<file path="config.mk">
export PLATFORM = sky130hd
export DESIGN_NAME = led_chaser_multimode
export DESIGN_NICKNAME = d
export VERILOG_FILES = /design/src/rtl/led_chaser_multimode.sv
export SDC_FILE = /design/constraint.sdc
export NUM_CORES = 1
export LEC_CHECK = 0
export BUFFER_PORTS_ARGS = -buffer_cell sky130_fd_sc_hd__buf_4
export CAP_MARGIN = 20
export CORE_UTILIZATION = 45
export DETAILED_ROUTE_END_ITERATION = 10
export GPL_TIMING_DRIVEN = 1
export PLACE_DENSITY = 0.73
export SYNTH_ARGS = -nofsm -noshare
export SYNTH_HDL_FRONTEND = slang
export SYNTH_SLANG_ARGS = --single-unit
export TNS_END_PERCENT = 20
</file>
<file path="constraint.sdc">
create_clock -name Clk -period 1.6 [get_ports Clk]
set_input_delay 0.32 -clock Clk [delete_from_list [all_inputs] [get_ports Clk]]
set_output_delay 0.32 -clock Clk [all_outputs]
set_load 0.01 [all_outputs]
</file>
<file path="src/rtl/led_chaser_multimode.sv">
// Multi-mode LED pattern generator: fill-from-MSB, fill-from-LSB, running dot, bounce dot,
// with prescaled stepping, one-shot completion, and optional LED_INVERT_EN active-low output.
module led_chaser_multimode #(
    parameter int N_LED    = 8,
    parameter int TICK_DIV = 1
) (
    input  logic             Clk,
    input  logic             RST,
    input  logic             SS,
    input  logic [1:0]       MODE,
    input  logic             ONESHOT,
    input  logic             RESTART,
    output logic [N_LED-1:0] LED,
    output logic             STEP,
    output logic             WRAP,
    output logic             DONE
);

    localparam int CW = (TICK_DIV > 1) ? $clog2(TICK_DIV) : 1;
    localparam logic [CW-1:0]    CNT_MAX  = CW'(TICK_DIV - 1);
    localparam logic [N_LED-1:0] MSB_ONLY = {1'b1, {(N_LED-1){1'b0}}};
    localparam logic [N_LED-1:0] LSB_ONLY = {{(N_LED-1){1'b0}}, 1'b1};

    typedef enum logic [1:0] {
        FILL_MSB = 2'd0,
        FILL_LSB = 2'd1,
        DOT      = 2'd2,
        BOUNCE   = 2'd3
    } mode_t;

    typedef enum logic {
        DIR_DOWN = 1'b0,
        DIR_UP   = 1'b1
    } dir_t;

    mode_t            mode_q;
    mode_t            mode_in;
    dir_t             dir_q;
    dir_t             dir_nxt;
    logic [N_LED-1:0] pat_q;
    logic [N_LED-1:0] pat_nxt;
    logic [CW-1:0]    cnt_q;
    logic             seq_wrap;
    logic             tick;

    assign mode_in = mode_t'(MODE);
    assign tick    = SS && !DONE && (cnt_q == CNT_MAX);

    function automatic logic [N_LED-1:0] start_pat(input mode_t m);
        return (m == FILL_LSB) ? LSB_ONLY : MSB_ONLY;
    endfunction

    always_comb begin
        pat_nxt  = pat_q;
        dir_nxt  = dir_q;
        seq_wrap = 1'b0;
        case (mode_q)
            FILL_MSB: begin
                if (&pat_q) begin
                    pat_nxt  = MSB_ONLY;
                    seq_wrap = 1'b1;
                end else begin
                    pat_nxt = (pat_q >> 1) | MSB_ONLY;
                end
            end
            FILL_LSB: begin
                if (&pat_q) begin
                    pat_nxt  = LSB_ONLY;
                    seq_wrap = 1'b1;
                end else begin
                    pat_nxt = (pat_q << 1) | LSB_ONLY;
                end
            end
            DOT: begin
                if (pat_q == LSB_ONLY) begin
                    pat_nxt  = MSB_ONLY;
                    seq_wrap = 1'b1;
                end else begin
                    pat_nxt = pat_q >> 1;
                end
            end
            default: begin
                // Turn around at the LSB; arriving at the MSB closes the period
                // (also covers N_LED == 2, where the turn-around lands on the MSB).
                if ((dir_q == DIR_UP) || pat_q[0]) begin
                    pat_nxt = pat_q << 1;
                    dir_nxt = DIR_UP;
                end else begin
                    pat_nxt = pat_q >> 1;
                end
                if (pat_nxt[N_LED-1]) begin
                    seq_wrap = 1'b1;
                    dir_nxt  = DIR_DOWN;
                end
            end
        endcase
    end

    always_ff @(posedge Clk or posedge RST) begin
        if (RST) begin
            pat_q  <= MSB_ONLY;
            mode_q <= FILL_MSB;
            cnt_q  <= '0;
            dir_q  <= DIR_DOWN;
            STEP   <= 1'b0;
            WRAP   <= 1'b0;
            DONE   <= 1'b0;
        end else begin
            STEP <= 1'b0;
            WRAP <= 1'b0;
            if (RESTART) begin
                pat_q <= start_pat(mode_q);
                cnt_q <= '0;
                dir_q <= DIR_DOWN;
                DONE  <= 1'b0;
            end else if (mode_in != mode_q) begin
                mode_q <= mode_in;
                pat_q  <= start_pat(mode_in);
                cnt_q  <= '0;
                dir_q  <= DIR_DOWN;
                DONE   <= 1'b0;
            end else if (tick) begin
                cnt_q <= '0;
                WRAP  <= seq_wrap;
                // One-shot completion keeps the final pattern on display.
                if (seq_wrap && ONESHOT) begin
                    DONE <= 1'b1;
                end else begin
                    pat_q <= pat_nxt;
                    dir_q <= dir_nxt;
                    STEP  <= 1'b1;
                end
            end else if (SS && !DONE) begin
                cnt_q <= cnt_q + 1'b1;
            end
        end
    end

`ifdef LED_INVERT_EN
    assign LED = ~pat_q;
`else
    assign LED = pat_q;
`endif

endmodule
</file>
# == Word level (Yosys, flattened, before mapping) ==
# Index checks and enable logic that the tools add are counted.
# W data, S select, Z words.
# classes
n_addsub,1
n_reduce_logical,17
n_eq_ne,7
n_lt_le_gt_ge,0
shift,0
mul,0
mux,38
bitwise,2
div,0
# ops
cell,n
$mux W8,10
$mux W1,25
$pmux W8 S3,1
$eq A8 B1 Y1 const B,1
$reduce_and A8 Y1,1
$reduce_bool A4 Y1,2
$mux W7,1
$reduce_and A2 Y1,3
$reduce_bool A3 Y1,2
$eq A2 B1 Y1 const B,2
$reduce_and A4 Y1,1
$logic_and A1 B1 Y1,3
$ne A3 B1 Y1 const B,1
$ne A3 B3 Y1 const B,1
$reduce_or A3 Y1,1
$eq A2 B2 Y1 const B,1
$logic_not A2 Y1,1
$ne A2 B2 Y1,1
$not A1 Y1,2
$pmux W1 S2,1
$reduce_or A2 Y1,1
$add A1 B1 Y1 const B,1
$logic_not A1 Y1,1
$logic_or A1 B1 Y1,1
# word_totals
rom_bits,0
n_memories,0
latchBits,0
output_inout_bits,11
ramBits,0
in_bits,7
regBits,15
wordCells,72

# == Longest topological paths before layout ==
# depth
word_depth,10
depth_mapped,7
ltp_nobuf,5

# == Least setup slack after synthesis ==
# No wires, ideal clock.
# synth_timing
path_type,reg2reg
startpoint,"reg pat_q[0], in the netlist LED[0]"
endpoint,"reg pat_q[4], in the netlist LED[4]"
synth_period_minus_slack_ns,1.671
t_arrival_ns,1.598
n_path_buf,1
stages_incl_launch_ff,7
setup_ns,0.074
required_time_ns,1.526
path_slack_ns,-0.071
path_cell_list,dfrtp_1 buf_2 o2111ai_2 o32a_1 o211ai_4 or3_1 a21oi_2
# synth_via
elab_chain_cells,8
elab_cells_between_ends,20
classes_between,eq/ne: 2; mux: 14; reduce/logical: 4
# synth_rtl
item,line,text
from (decl),40,logic [N_LED-1:0] pat_q;
from (signal assigned),112,pat_q <= start_pat(mode_q);
from (signal assigned),118,pat_q <= start_pat(mode_in);
from (signal assigned),129,pat_q <= pat_nxt;
branches (longest 8 deep; another with $eq A8 B1 Y1),--,
# Several ways; the timed one is not identified. The select of a mux whose other input is x is not followed.
# A chain may end at the register's enable or synchronous reset.

# == Worst setup path in the final report ==
# Same ends and word-level chain as after synthesis.

==> metrics <==
RSZ-0062 raised after global routing true; Switching Share 0.340; placed cell count 171; Post-synth EDFFs 0; drt initial violations 42; starting density of the core 0.486; critical path data arrival time 1950 ps; IO Pins 18; ys flop type dfrtp_1; antenna diode count 0; area growth from synthesis to layout 57.5%; most frequent cells after synthesis 14 x dfrtp_1, 8 x nand2b_1, 8 x nor2_1, 6 x nand3_1, 5 x nand2_1; failing checks setup timing; CTS root buffer clkbuf_4; r2r setup slk -110 ps; Post-Syn Area 963 sq um; top cell type's share of synthesized area 0.364; internal power 0.669 mW; final period utilization 1.07; floorplan row count 16; CTS tree done; relative slew slack 0.595; Hold Path Class input pin to async pin; gpl congestion 0.895; Seq pwr share 0.425; RR Startpoint LED[0]; Final WS setup -112 ps; Distinct cells, synth 40; dpl hpwl 2.12 mm; Clock power frac 0.239; Fin. Hold Viols 0; antenna violations before repair 0; via count 1071; Sink Count 15; worst vdd ir 501 uV; floorplan core area 1980 sq um; Die H 48.3 um; Yosys warnings 0; Pleak 0.665 nW; r2r endpoint LED[4]; vias in the first global route 961; share of cells above drive strength 1 0.552; NumNets Final 162; Final Max Tran Viols 0; Longest Clk Path Bufs 2; largest net degree at the start of global routing 16; kind of critical path flip-flop to flip-flop; FF+latch count, synth 15; share of flip-flops with an asynchronous set or reset 1.00; setup tns final -745 ps; MaxCap Viol Count 0; TritonRoute pass-1 iters 4; Die Wd 48.3 um; fillcell total 125; Post-DRT Antenna Nets 0; Mean Syn Cell Area 9.26 sq um; area leader, netlist dfrtp_1; synth top area cells dfrtp_1 36%, nand2b_1 5.2%, o41ai_1 3.6%; Critical Path RT 1830 ps; outcome finished with violations; PwrDens 667 nW/um^2; gr usage total 0.292; crit end category flip-flop; Vias/cell 5.92; post-layout min period 1710 ps; Synth Instances 104; Final Core Density 0.766; Clk pin slew, worst setup/hold paths 110 ps; worst skew pair latency 310 ps; final setup fails 10; Routed WL 3.08 mm; Overflow after GRT 0; critical path fanouts, max 13; startpoint types flip-flop; Finished Layout Cells 181; worst slew pin tran 607 ps; Post-route DRC 0; PortBufs 17; combinational power share 0.336; skew final 5.99 ps; first-pass GRT wire length 4.60 mm; H-tree depth 1; Num CTS Buffers 3; fmax 584 MHz; Power Total 1.01 mW; Syn Nets 111; sequential element share of the synthesized area 0.391; most numerous cell in the Yosys netlist dfrtp_1; WL/cell 17.0 um; switching power 0.344 mW; # hold bufs at CTS 0; hold slack 73.1 ps; die area 2330 sq um; Reg2Reg Depth 6
flip-flops by register name (all words and copies together), names as in the netlist:
signal,flops
WRAP,1
dir_q,1
cnt_q,1
mode_q,2
DONE,1
LED,8
STEP,1
power groups by stage:
stage / combinational [mW] / sequential, mW / clock [mW]
final: 0.341 / 0.430 / 0.242
after global routing: 0.363 / 0.432 / 0.252
after CTS: 0.325 / 0.428 / 0.243
after detailed placement: 0.278 / 0.433 / 0
after global placement: 0.272 / 0.432 / 0
after floorplan: 0.154 / 0.430 / 0
cell usage in the layout (no fill, tap or decap), types with 3 or more instances in the layout:
cell       n
a21oi_1    4
nor2_1     8
nand3_2    3
nand3_1    3
dfrtp_1    9
clkbuf_4   3
inv_1      3
nand2_1    5
o21ai_0    3
dfrtp_2    5
o22ai_1    4
nand2b_1   8
buf_4     50
logic make-up (layout without fill, tap and decap cells):
kind of cell / after synthesis / count (layout) / share of synthesized area
flops: 15 / 15 / 0.391
xor+xnor: 2 / 2 / 0.0182
simple gates: 41 / 41 / 0.234
mux: 5 / 5 / 0.0558
buf+inv: 10 / 60 / 0.0506
compound gates: 31 / 31 / 0.251
worst max path at each step:
| stage | startpoint | end | slack, ps | depth (start not counted) |
|---|---|---|---|---|
| final | LED[0] | LED[4] | -110 | 6 |
| after floorplan | LED[7] | LED[2] | -40 | 6 |
| after global routing | LED[3] | LED[4] | -170 | 6 |
| after CTS | LED[0] | LED[4] | -100 | 6 |
| after detailed placement | LED[0] | LED[7] | -120 | 6 |
| after global placement | LED[0] | LED[7] | -170 | 6 |
final cells by class:
class / count / area (sq um) / share of cell area
clock buffer: 3 / 22.5 / 0.0148
clock inverter: 1 / 5.00 / 0.00330
inverter: 3 / 11.3 / 0.00742
multi-input combinational: 79 / 644 / 0.425
sequential: 15 / 383 / 0.252
tap: 27 / 33.8 / 0.0223
timing repair buffer: 53 / 418 / 0.275
through the flow:
| step | setup WS [ps] | area [sq um] |
|---|---|---|
| 2_1_floorplan | -43.0 | 1000 |
| 3_3_place_gp | -166 | 1360 |
| 3_5_place_dp | -117 | 1360 |
| 4_1_cts | -98.1 | 1480 |
| 5_1_grt | -169 | 1520 |
| 6_report | -112 | 1520 |
worst max-delay path: stages, from the launching register on:
cell       delay (ps)
dfrtp_2           460
o2111ai_2         200
o32a_1            210
o211ai_4          120
buf_12            180
or3_4             330
a21oi_2           140
metal layers:
| metal | vias to the layer above | GRT usage | wire length (um) |
|---|---|---|---|
| li1 | 497 | - | - |
| met1 | 510 | 0.391 | 1250 |
| met2 | 55 | 0.445 | 1500 |
| met3 | 9 | 0.0481 | 222 |
| met4 | 0 | 0.161 | 105 |
| met5 | - | 0 | 0 |
timing repair:
| item | CTS | global route |
|---|---|---|
| endpoints found under the setup margin | 11 | 12 |
| pin swaps | 7 | 4 |
| setup buffers | 5 | 1 |
| gates resized for setup | 11 | 6 |
Note: power is estimated with default switching activity, not from simulation.
